File: src/rtl/inst_fetch_queue_if.sv
// Fetch-to-decode queue bundle: fetch push side, decode pop side, redirect control.
// Ports: ce/if_pc/if_inst/if_valid/if_ready (fetch), flush/stall (control),
//        id_pc/id_inst/id_valid (decode), count (occupancy, CNT_W bits).
interface inst_fetch_queue_if #(
  parameter int CNT_W = 3
);
  logic             ce;
  logic [31:0]      if_pc;
  logic [31:0]      if_inst;
  logic             if_valid;
  logic             if_ready;
  logic             flush;
  logic             stall;
  logic [31:0]      id_pc;
  logic [31:0]      id_inst;
  logic             id_valid;
  logic [CNT_W-1:0] count;

  // master: the fetch/decode pipeline around the queue
  modport master (
    output ce, if_pc, if_inst, if_valid, flush, stall,
    input  if_ready, id_pc, id_inst, id_valid, count
  );

  // slave: the queue itself
  modport slave (
    input  ce, if_pc, if_inst, if_valid, flush, stall,
    output if_ready, id_pc, id_inst, id_valid, count
  );
endinterface

File: src/rtl/inst_fetch_queue.sv
// Instruction fetch queue: DEPTH-entry FIFO of {pc, inst} between fetch and decode.
// Latency: 1 cycle push-to-head; with IFQ_BYPASS_EN defined, an empty queue
// with decode ready forwards the fetch combinationally (0 cycles, not stored).
// Backpressure: if_ready drops when full (independent of a same-cycle pop);
// stall holds the head; flush empties the queue on the next edge.
// Ports: clk (rising edge), rst (async, active-low), bus (inst_fetch_queue_if.slave).
// Parameters: DEPTH (power of 2, 2..16), CNT_W (= log2(DEPTH)+1).
module inst_fetch_queue #(
  parameter int DEPTH = 4,
  parameter int CNT_W = 3
) (
  input  logic                     clk,
  input  logic                     rst,
  inst_fetch_queue_if.slave        bus
);

  localparam int PTR_W = $clog2(DEPTH);

  logic [31:0]      pc_mem   [DEPTH];
  logic [31:0]      inst_mem [DEPTH];
  logic [PTR_W-1:0] wr_ptr;
  logic [PTR_W-1:0] rd_ptr;
  logic [CNT_W-1:0] count_q;

  logic full;
  logic empty;
  logic push;
  logic pop;
  logic bypass;
  logic id_valid;
  logic store;
  logic consume;

  function automatic logic [PTR_W-1:0] ptr_inc(input logic [PTR_W-1:0] p);
    return (p == PTR_W'(DEPTH - 1)) ? '0 : p + 1'b1;
  endfunction

  assign full  = (count_q == CNT_W'(DEPTH));
  assign empty = (count_q == '0);

  // Ready looks only at occupancy so fetch never waits on the decode-side stall path.
  assign bus.if_ready = !full;

  assign push = bus.if_valid & !full & bus.ce & !bus.flush;

`ifdef IFQ_BYPASS_EN
  // Empty queue and decode ready: hand the fetch straight through.
  assign bypass = empty & push & !bus.stall;
`else
  assign bypass = 1'b0;
`endif

  assign id_valid = !empty | bypass;
  assign pop      = id_valid & !bus.stall & !bus.flush;

  // A bypassed fetch is both pushed and popped in the same cycle but never touches storage.
  assign store   = push & !bypass;
  assign consume = pop & !bypass;

  assign bus.id_valid = id_valid;
  assign bus.count    = count_q;

  always_comb begin
    bus.id_pc   = 32'h0000_0000;
    bus.id_inst = 32'h0000_0000;
    if (bypass) begin
      bus.id_pc   = bus.if_pc;
      bus.id_inst = bus.if_inst;
    end else if (!empty) begin
      bus.id_pc   = pc_mem[rd_ptr];
      bus.id_inst = inst_mem[rd_ptr];
    end
  end

  always_ff @(posedge clk or negedge rst) begin
    if (!rst) begin
      wr_ptr  <= '0;
      rd_ptr  <= '0;
      count_q <= '0;
      for (int i = 0; i < DEPTH; i++) begin
        pc_mem[i]   <= 32'h0000_0000;
        inst_mem[i] <= 32'h0000_0000;
      end
    end else if (bus.flush) begin
      // Redirect wins over everything; stale storage is harmless once count is 0.
      wr_ptr  <= '0;
      rd_ptr  <= '0;
      count_q <= '0;
    end else begin
      if (store) begin
        pc_mem[wr_ptr]   <= bus.if_pc;
        inst_mem[wr_ptr] <= bus.if_inst;
        wr_ptr           <= ptr_inc(wr_ptr);
      end
      if (consume) begin
        rd_ptr <= ptr_inc(rd_ptr);
      end
      case ({store, consume})
        2'b10:   count_q <= count_q + 1'b1;
        2'b01:   count_q <= count_q - 1'b1;
        default: count_q <= count_q;
      endcase
    end
  end

  // Occupancy can never exceed the number of entries.
  a_count_range: assert property (@(posedge clk) disable iff (!rst)
    count_q <= CNT_W'(DEPTH));

  // Pointer distance must agree with occupancy (modulo DEPTH).
  a_ptr_count: assert property (@(posedge clk) disable iff (!rst)
    PTR_W'(wr_ptr - rd_ptr) == PTR_W'(count_q));

endmodule

File: src/flat_wrapper.sv
// flat-port wrapper written by rule: the top's interface ports become plain ports
module inst_fetch_queue_flat 
#(
  parameter int DEPTH = 4,
  parameter int CNT_W = 3
)
  (clk, rst, bus_ce, bus_if_pc, bus_if_inst, bus_if_valid, bus_flush, bus_stall, bus_if_ready, bus_id_pc, bus_id_inst, bus_id_valid, bus_count);
  inst_fetch_queue_if #(.CNT_W(CNT_W)) bus_i ();
  input  logic clk;
  input  logic rst;
  input wire logic [$bits(bus_i.ce)-1:0] bus_ce;
  input wire logic [$bits(bus_i.if_pc)-1:0] bus_if_pc;
  input wire logic [$bits(bus_i.if_inst)-1:0] bus_if_inst;
  input wire logic [$bits(bus_i.if_valid)-1:0] bus_if_valid;
  input wire logic [$bits(bus_i.flush)-1:0] bus_flush;
  input wire logic [$bits(bus_i.stall)-1:0] bus_stall;
  output wire logic [$bits(bus_i.if_ready)-1:0] bus_if_ready;
  output wire logic [$bits(bus_i.id_pc)-1:0] bus_id_pc;
  output wire logic [$bits(bus_i.id_inst)-1:0] bus_id_inst;
  output wire logic [$bits(bus_i.id_valid)-1:0] bus_id_valid;
  output wire logic [$bits(bus_i.count)-1:0] bus_count;
  assign bus_i.ce = bus_ce;
  assign bus_i.if_pc = bus_if_pc;
  assign bus_i.if_inst = bus_if_inst;
  assign bus_i.if_valid = bus_if_valid;
  assign bus_i.flush = bus_flush;
  assign bus_i.stall = bus_stall;
  assign bus_if_ready = bus_i.if_ready;
  assign bus_id_pc = bus_i.id_pc;
  assign bus_id_inst = bus_i.id_inst;
  assign bus_id_valid = bus_i.id_valid;
  assign bus_count = bus_i.count;
  inst_fetch_queue #(.DEPTH(DEPTH), .CNT_W(CNT_W)) u_core (.clk(clk), .rst(rst), .bus(bus_i));
endmodule
File: config.mk
export PLATFORM = sky130hd
export DESIGN_NAME = inst_fetch_queue_flat
export DESIGN_NICKNAME = d
export VERILOG_FILES = /design/src/rtl/inst_fetch_queue_if.sv /design/src/rtl/inst_fetch_queue.sv /design/src/flat_wrapper.sv
export SDC_FILE = /design/constraint.sdc
export NUM_CORES = 1
export LEC_CHECK = 0
export ABC_AREA = 1
export CAP_MARGIN = 10
export CELL_PAD_IN_SITES_DETAIL_PLACEMENT = 1
export CELL_PAD_IN_SITES_GLOBAL_PLACEMENT = 1
export CORE_ASPECT_RATIO = 0.7
export CORE_UTILIZATION = 45
export DETAILED_ROUTE_END_ITERATION = 8
export PLACE_DENSITY = 0.86
export SYNTH_ARGS = -nofsm -noshare
export SYNTH_HDL_FRONTEND = slang
export SYNTH_SLANG_ARGS = --single-unit
File: constraint.sdc
create_clock -name clk -period 3.9 [get_ports clk]
set_input_delay 0.39 -clock clk [delete_from_list [all_inputs] [get_ports clk]]
set_output_delay 0.39 -clock clk [all_outputs]
set_load 0.005 [all_outputs]
* Yosys cells after proc, flatten, opt, wreduce, memory -nomap -nowiden
Cells that the tools add are included.
** Storage, ports and cells
- Latch bits :: 0
- Memories :: 0
- Output and inout bits :: 69
- Logic and storage cells :: 61
- Bits in writable memories :: 0
- Register bits :: 263
- Bits in read-only memories :: 0
** Operators by class
- Reductions and logical operators :: 10
- $add $sub $neg :: 4
- Magnitude comparators :: 3
- Shift operators :: 0
- Div/mod/pow operators :: 0
- Equality and inequality tests :: 5
- Multiplexer cells :: 20
- Bitwise operators :: 8
- Multipliers :: 0
** Operator list (count)
- bitwise mux 128 bit :: 2
- two-way mux 32 bit :: 7
- binary-select mux 32 bit (select 2 bit) :: 2
- demux 32 bit (select 2 bit) :: 1
- two-way mux 2 bit :: 6
- == test 2 bit (second input constant) :: 3
- >= comparator 3 bit (second input constant) :: 2
- NOT 2 -> 3 bit :: 2
- case mux 3 bit (2 select lines) :: 1
- AND 1 bit :: 5
- adder 2 x 1 -> 2 bit (second input constant) :: 2
- zero test 1 bit :: 4
- nonzero test 2 bit :: 2
- adder 3 x 1 -> 3 bit (second input constant) :: 1
- == test 3 bit (second input constant) :: 1
- zero test 3 bit :: 1
- < comparator 3 x 1 -> 1 bit (second input constant) :: 1
- two-way mux 3 bit :: 1
- nonzero test 3 bit :: 1
- subtractor 3 x 1 -> 3 bit (second input constant) :: 1
- == test 2 x 1 -> 1 bit (second input constant) :: 1
- AND reduction 2 bit :: 1
- logical AND 1 bit :: 1
- NOT 1 bit :: 1

* Longest topological paths before layout
- Depth after elaboration :: 8
- Gate-level depth with buffers :: 12
- Mapped depth without buffers :: 12

* Least setup slack after synthesis
No wires, ideal clock.
- Path type :: reg2reg
- From :: register u_core.count_q[1] (netlist: u_core.bus.count[1])
- To :: register u_core.count_q[2] (netlist: u_core.bus.count[2])
- Setup slack :: 2.128 ns
- Period minus slack after synthesis :: 1.772 ns
- Path buffers :: 0
- Data arrival time :: 1.655 ns
- Stages on the path, launching flop included :: 12
- Required time :: 3.784 ns
- Library setup time :: 0.116 ns
- Path through :: dfrtp_1 nor2_2 a21oi_1 nand3_1 inv_1 fa_1 xnor2_1 inv_1 nand2_1 nand2_1 nand2_1 nand2_1
** Between the ends
- Cells in the longest elaborated chain, start to end :: 8
- Elaborated cells between the ends (all ways) :: 16
** RTL lines
- from (decl) :: line inst_fetch_queue.sv:23 : logic [CNT_W-1:0] count_q;
- from (signal assigned) :: line inst_fetch_queue.sv:99 : 2'b10: count_q <= count_q + 1'b1;
- from (signal assigned) :: line inst_fetch_queue.sv:100 : 2'b01: count_q <= count_q - 1'b1;
- from (signal assigned) :: line inst_fetch_queue.sv:101 : default: count_q <= count_q;
- == test 3 bit :: line inst_fetch_queue.sv:38 : assign full = (count_q == CNT_W'(DEPTH));
- zero test 1 bit :: line inst_fetch_queue.sv:44 : assign push = bus.if_valid & !full & bus.ce & !bus.flush;
- AND 1 bit (3 in series) :: line inst_fetch_queue.sv:44
- == test 2 x 1 -> 1 bit or == test 2 bit (tied branches) :: line inst_fetch_queue.sv:98 : case ({store, consume})
- case mux 3 bit (2 select lines) :: line inst_fetch_queue.sv:98
- two-way mux 3 bit :: line inst_fetch_queue.sv:84 : end else if (bus.flush) begin
Parallel ways exist; a longest one is shown, timed or not.
A chain may end at the register's enable or synchronous reset.

* Worst setup path in the final report
- From :: register u_core.rd_ptr[0]
- To :: output bus_id_inst[26]
** Between the ends
- Cells in the longest elaborated chain, start to end :: 5
** RTL lines
- from (decl) :: line inst_fetch_queue.sv:22 : logic [PTR_W-1:0] rd_ptr;
- from (signal assigned) :: line inst_fetch_queue.sv:96 : rd_ptr <= ptr_inc(rd_ptr);
- NOT 2 -> 3 bit (not written as such) :: line inst_fetch_queue.sv:71 : bus.id_inst = inst_mem[rd_ptr];
- binary-select mux 32 bit (select 2 bit) :: line inst_fetch_queue.sv:71
- two-way mux 32 bit (not written as such) (2 in series) :: line inst_fetch_queue.sv:71
- two-way mux 32 bit :: line inst_fetch_queue.sv:69 : end else if (!empty) begin
- to (decl) :: line flat_wrapper.sv:19 : output wire logic [$bits(bus_i.id_inst)-1:0] bus_id_inst;
Every way passes these cells. The select of a mux whose other input is x is not followed.

==> impl_metrics.csv <==
group,metric,value,unit
outcome,outcome,"completed",
timing,setup_viol,0,
drt,post-route-drc-count,0,
power_and_ir_drop,combPwrFrac,0.360,
power_and_ir_drop,p_sw,3.65,mW
die,initial_core_util,0.461,
place,port_buffers,138,
power_and_ir_drop,power.share.clock,0.263,
timing,final.period_utilization,0.878,
timing,grt_setup_unrepaired,"false",
synthesis,synthCells,1452,
power_and_ir_drop,p_per_area,719,nW/um^2
power_and_ir_drop,switching_share,0.346,
critical_path,start_kind,"flip-flop",
drt,wl,35000,um
place,hpwl,20300,um
drt,viasPerCell,5.42,
timing,slew_violations,0,
critical_path,regToRegStartpoint,"u_core.bus.count[1]$_DFFE_PN0P_",
grt,grt_pass1_wl,57700,um
final_layout,drive_gt1_frac,0.0940,
timing,skew,0.00841,ns
critical_path,cp-end-kind,"output pin",
grt,grt_overflow,0,
timing,max_slew_margin,0.363,
final_layout,nNetsFinal,1610,
die,core_region_area,27000,sq um
timing,tns,0,ns
clock_tree,root_buffer,"clkbuf_16",
hold_path,hp-class,"flip-flop to flip-flop",
power_and_ir_drop,peakVddDrop,0.000831,V
die,rows,50,
drt,vias,10386,
drt,wl_per_cell,18.3,um
power_and_ir_drop,p_int,6.89,mW
synthesis,synth_area,12400,sq um
final_layout,fin_area,14700,sq um
die,die-area,28300,sq um
synthesis,ys_seq_area_frac,0.529,
drt,first_pass_iters,5,
final_layout,n_antenna_cell,0,
clock_tree,clockBufferDepth,3,
final_layout,multiInputGateArea,4740,sq um
clock_tree,cts_hold_buf,1,
timing,period_minus_slack,3.43,ns
timing,worst_slew_pin_slew,0.956,ns
grt,antenna_found_initial,0,
critical_path,cp_data_required_time,3.51,ns
critical_path,worst_ep_arrival_time,3.04,ns
synthesis,synth-warning-count,0,
timing,final-hold-violation-count,0,
timing,timing.fmax,0.292,GHz
critical_path,critical_path.startpoint,"u_core.rd_ptr[0]$_DFFE_PN0P_",
job,maxCapViolCount,0,
place,postPlaceCellArea,13700,sq um
final_layout,seq_area,6590,sq um
clock_tree,cts_buffers,27,
critical_path,path_class,"flip-flop to output pin",
synthesis,synth.avg_cell_area,8.57,sq um
final_layout,final.fill_count,3146,
clock_tree,cts_setup_buffers,0,
clock_tree,cts_resized,0,
clock_tree,cts_tree,"yes",
hold_path,min_from,"u_core.inst_mem[28]$_DFFE_PN0P_",
power_and_ir_drop,power_frac_seq,0.377,
die,die_y,141,um
place,gp_congestion,0.774,
critical_path,path_max_fanout,58,
clock_tree,clk_latency,0.52,ns
synthesis,syn-num-nets,1528,
grt,grt_pass1_vias,10932,
final_layout,area_delta_synth_final,17.9,%
clock_tree,cts.sinks,263,
die,io_pins,139,
grt,grt_start_max_net_pins,119,
grt,track_usage,0.250,
drt,drt-initial-drc-count,617,
power_and_ir_drop,p_leak,6.74,nW
clock_tree,cts-htree-levels,1,
synthesis,yosys_register_bits,263,
die,die_w,201,um
synthesis,synth.distinct_cells,21,
clock_tree,clk_pin_slew,0.06,ns
drt,postRouteAntennaNets,0,
## state kept, by name, summed over array words and instances (netlist names)
register	count
u_core.wr_ptr	2
u_core.pc_mem	128
u_core.bus.count	3
u_core.inst_mem	128
u_core.rd_ptr	2
## area by class of cell
| class | count | area share |
|---|---|---|
| tap | 364 | 0.0311 |
| multi-input combinational | 1007 | 0.323 |
| clock buffer | 40 | 0.0555 |
| sequential | 263 | 0.449 |
| timing repair buffer | 158 | 0.112 |
| clock inverter | 8 | 0.00955 |
| inverter | 77 | 0.0198 |
## path summary, 6_finish.rpt
path / end / slack (ns) / depth (start not counted)
max in group asynchronous: u_core.inst_mem[64]$_DFFE_PN0P_ / 2.42 / 3
max reg2reg: u_core.pc_mem[89]$_DFFE_PN0P_ / 1.60 / 8
max: bus_id_inst[26] / 0.47 / 6
min reg2reg: u_core.inst_mem[28]$_DFFE_PN0P_ / 0.48 / 2
min: u_core.inst_mem[28]$_DFFE_PN0P_ / 0.48 / 2
min in group asynchronous: u_core.pc_mem[122]$_DFFE_PN0P_ / 0.55 / 2
## power by group through the flow
stage	Sequential [mW]	Clock, mW	Combinational [mW]
after floorplan	3.80	0	2.19
after global placement	3.95	0	3.63
after detailed placement	3.99	0	3.77
after CTS	3.97	2.82	3.85
after global routing	4.06	2.92	4.22
final	3.97	2.78	3.80
## logic make-up after synthesis
kind of cell,after synthesis,synth area share
and+or+nand+nor,544,0.170
adders and majority gates,6,0.00664
DFF,263,0.529
xor gates and xnor gates,1,0.000704
buffers and inverters,182,0.0898
AOI/OAI and AO/OA,456,0.204
## cell usage after synthesis
master / count / area [sq um]
clkbuf_1: 17 / 63.8
xnor2_1: 1 / 8.76
nand3_1: 3 / 15.0
o21ai_1: 187 / 936
dfrtp_1: 263 / 6580
a21oi_1: 66 / 330
o21ai_2: 69 / 604
nor2_8: 1 / 20.0
fa_1: 1 / 20.0
inv_2: 1 / 3.75
buf_6: 52 / 586
buf_1: 9 / 33.8
o21ai_0: 134 / 671
ha_1: 5 / 62.6
nor2_2: 1 / 6.26
inv_1: 76 / 285
buf_2: 23 / 115
nand2_4: 6 / 67.6
nor2_1: 258 / 968
buf_4: 4 / 30.0
nand2_1: 275 / 1030
## worst max-delay path, cell delays in order, from the launching register on
cell	delay (ns)
dfrtp_4	0.90
buf_4	0.39
nor2_1	0.09
nor2_1	0.08
o21ai_0	0.09
a21oi_1	0.34
clkdlybuf4s50_1	0.58
## per-layer routing
layer / track usage / part of all wire / vias up
met1: 0.348 / 0.47 / 5247
met4: 0.0510 / 0.016 / 0
li1: - / - / 4874
met2: 0.420 / 0.48 / 220
met3: 0.0337 / 0.039 / 45
met5: 0 / 0 / -
## placed cells by master (no fill, tap or decap)
cell             netlist  layout
nand2_1              275     275
dfrtp_1              263     261
nor2_1               258     258
o21ai_1              187     187
clkdlybuf4s50_1        0     137
o21ai_0              134     134
inv_1                 76      74
o21ai_2               69      69
a21oi_1               66      66
clkbuf_16              0      27
buf_4                  4      11
clkbuf_8               0       9
buf_12                 0       8
nand2_4                6       6
clkinv_2               0       5
ha_1                   5       5
clkbuf_1              17       4
bufinv_16              0       4
nand3_1                3       3
inv_2                  1       2
xnor2_1                1       1
nor2_2                 1       1
nor2_8                 1       1
fa_1                   1       1
dlygate4sd3_1          0       1
buf_8                  0       1
dfrtp_4                0       1
dfrtp_2                0       1
## metrics by stage
step | utilization | cells | hold slack [ns] | power [mW] | setup slack, ns
2_1_floorplan | - | 1452 | 0.0944 | 5.99 | 2.13
3_3_place_gp | 0.508 | 1868 | 0.459 | 7.58 | 1.08
3_5_place_dp | 0.508 | 1868 | 0.463 | 7.76 | 1.08
4_1_cts | 0.544 | 1917 | 0.480 | 10.6 | 0.495
5_1_grt | 0.544 | 1917 | 0.501 | 11.2 | 0.317
6_report | 0.544 | 1917 | 0.479 | 10.5 | 0.474
Note: power is estimated with default switching activity, not from simulation.
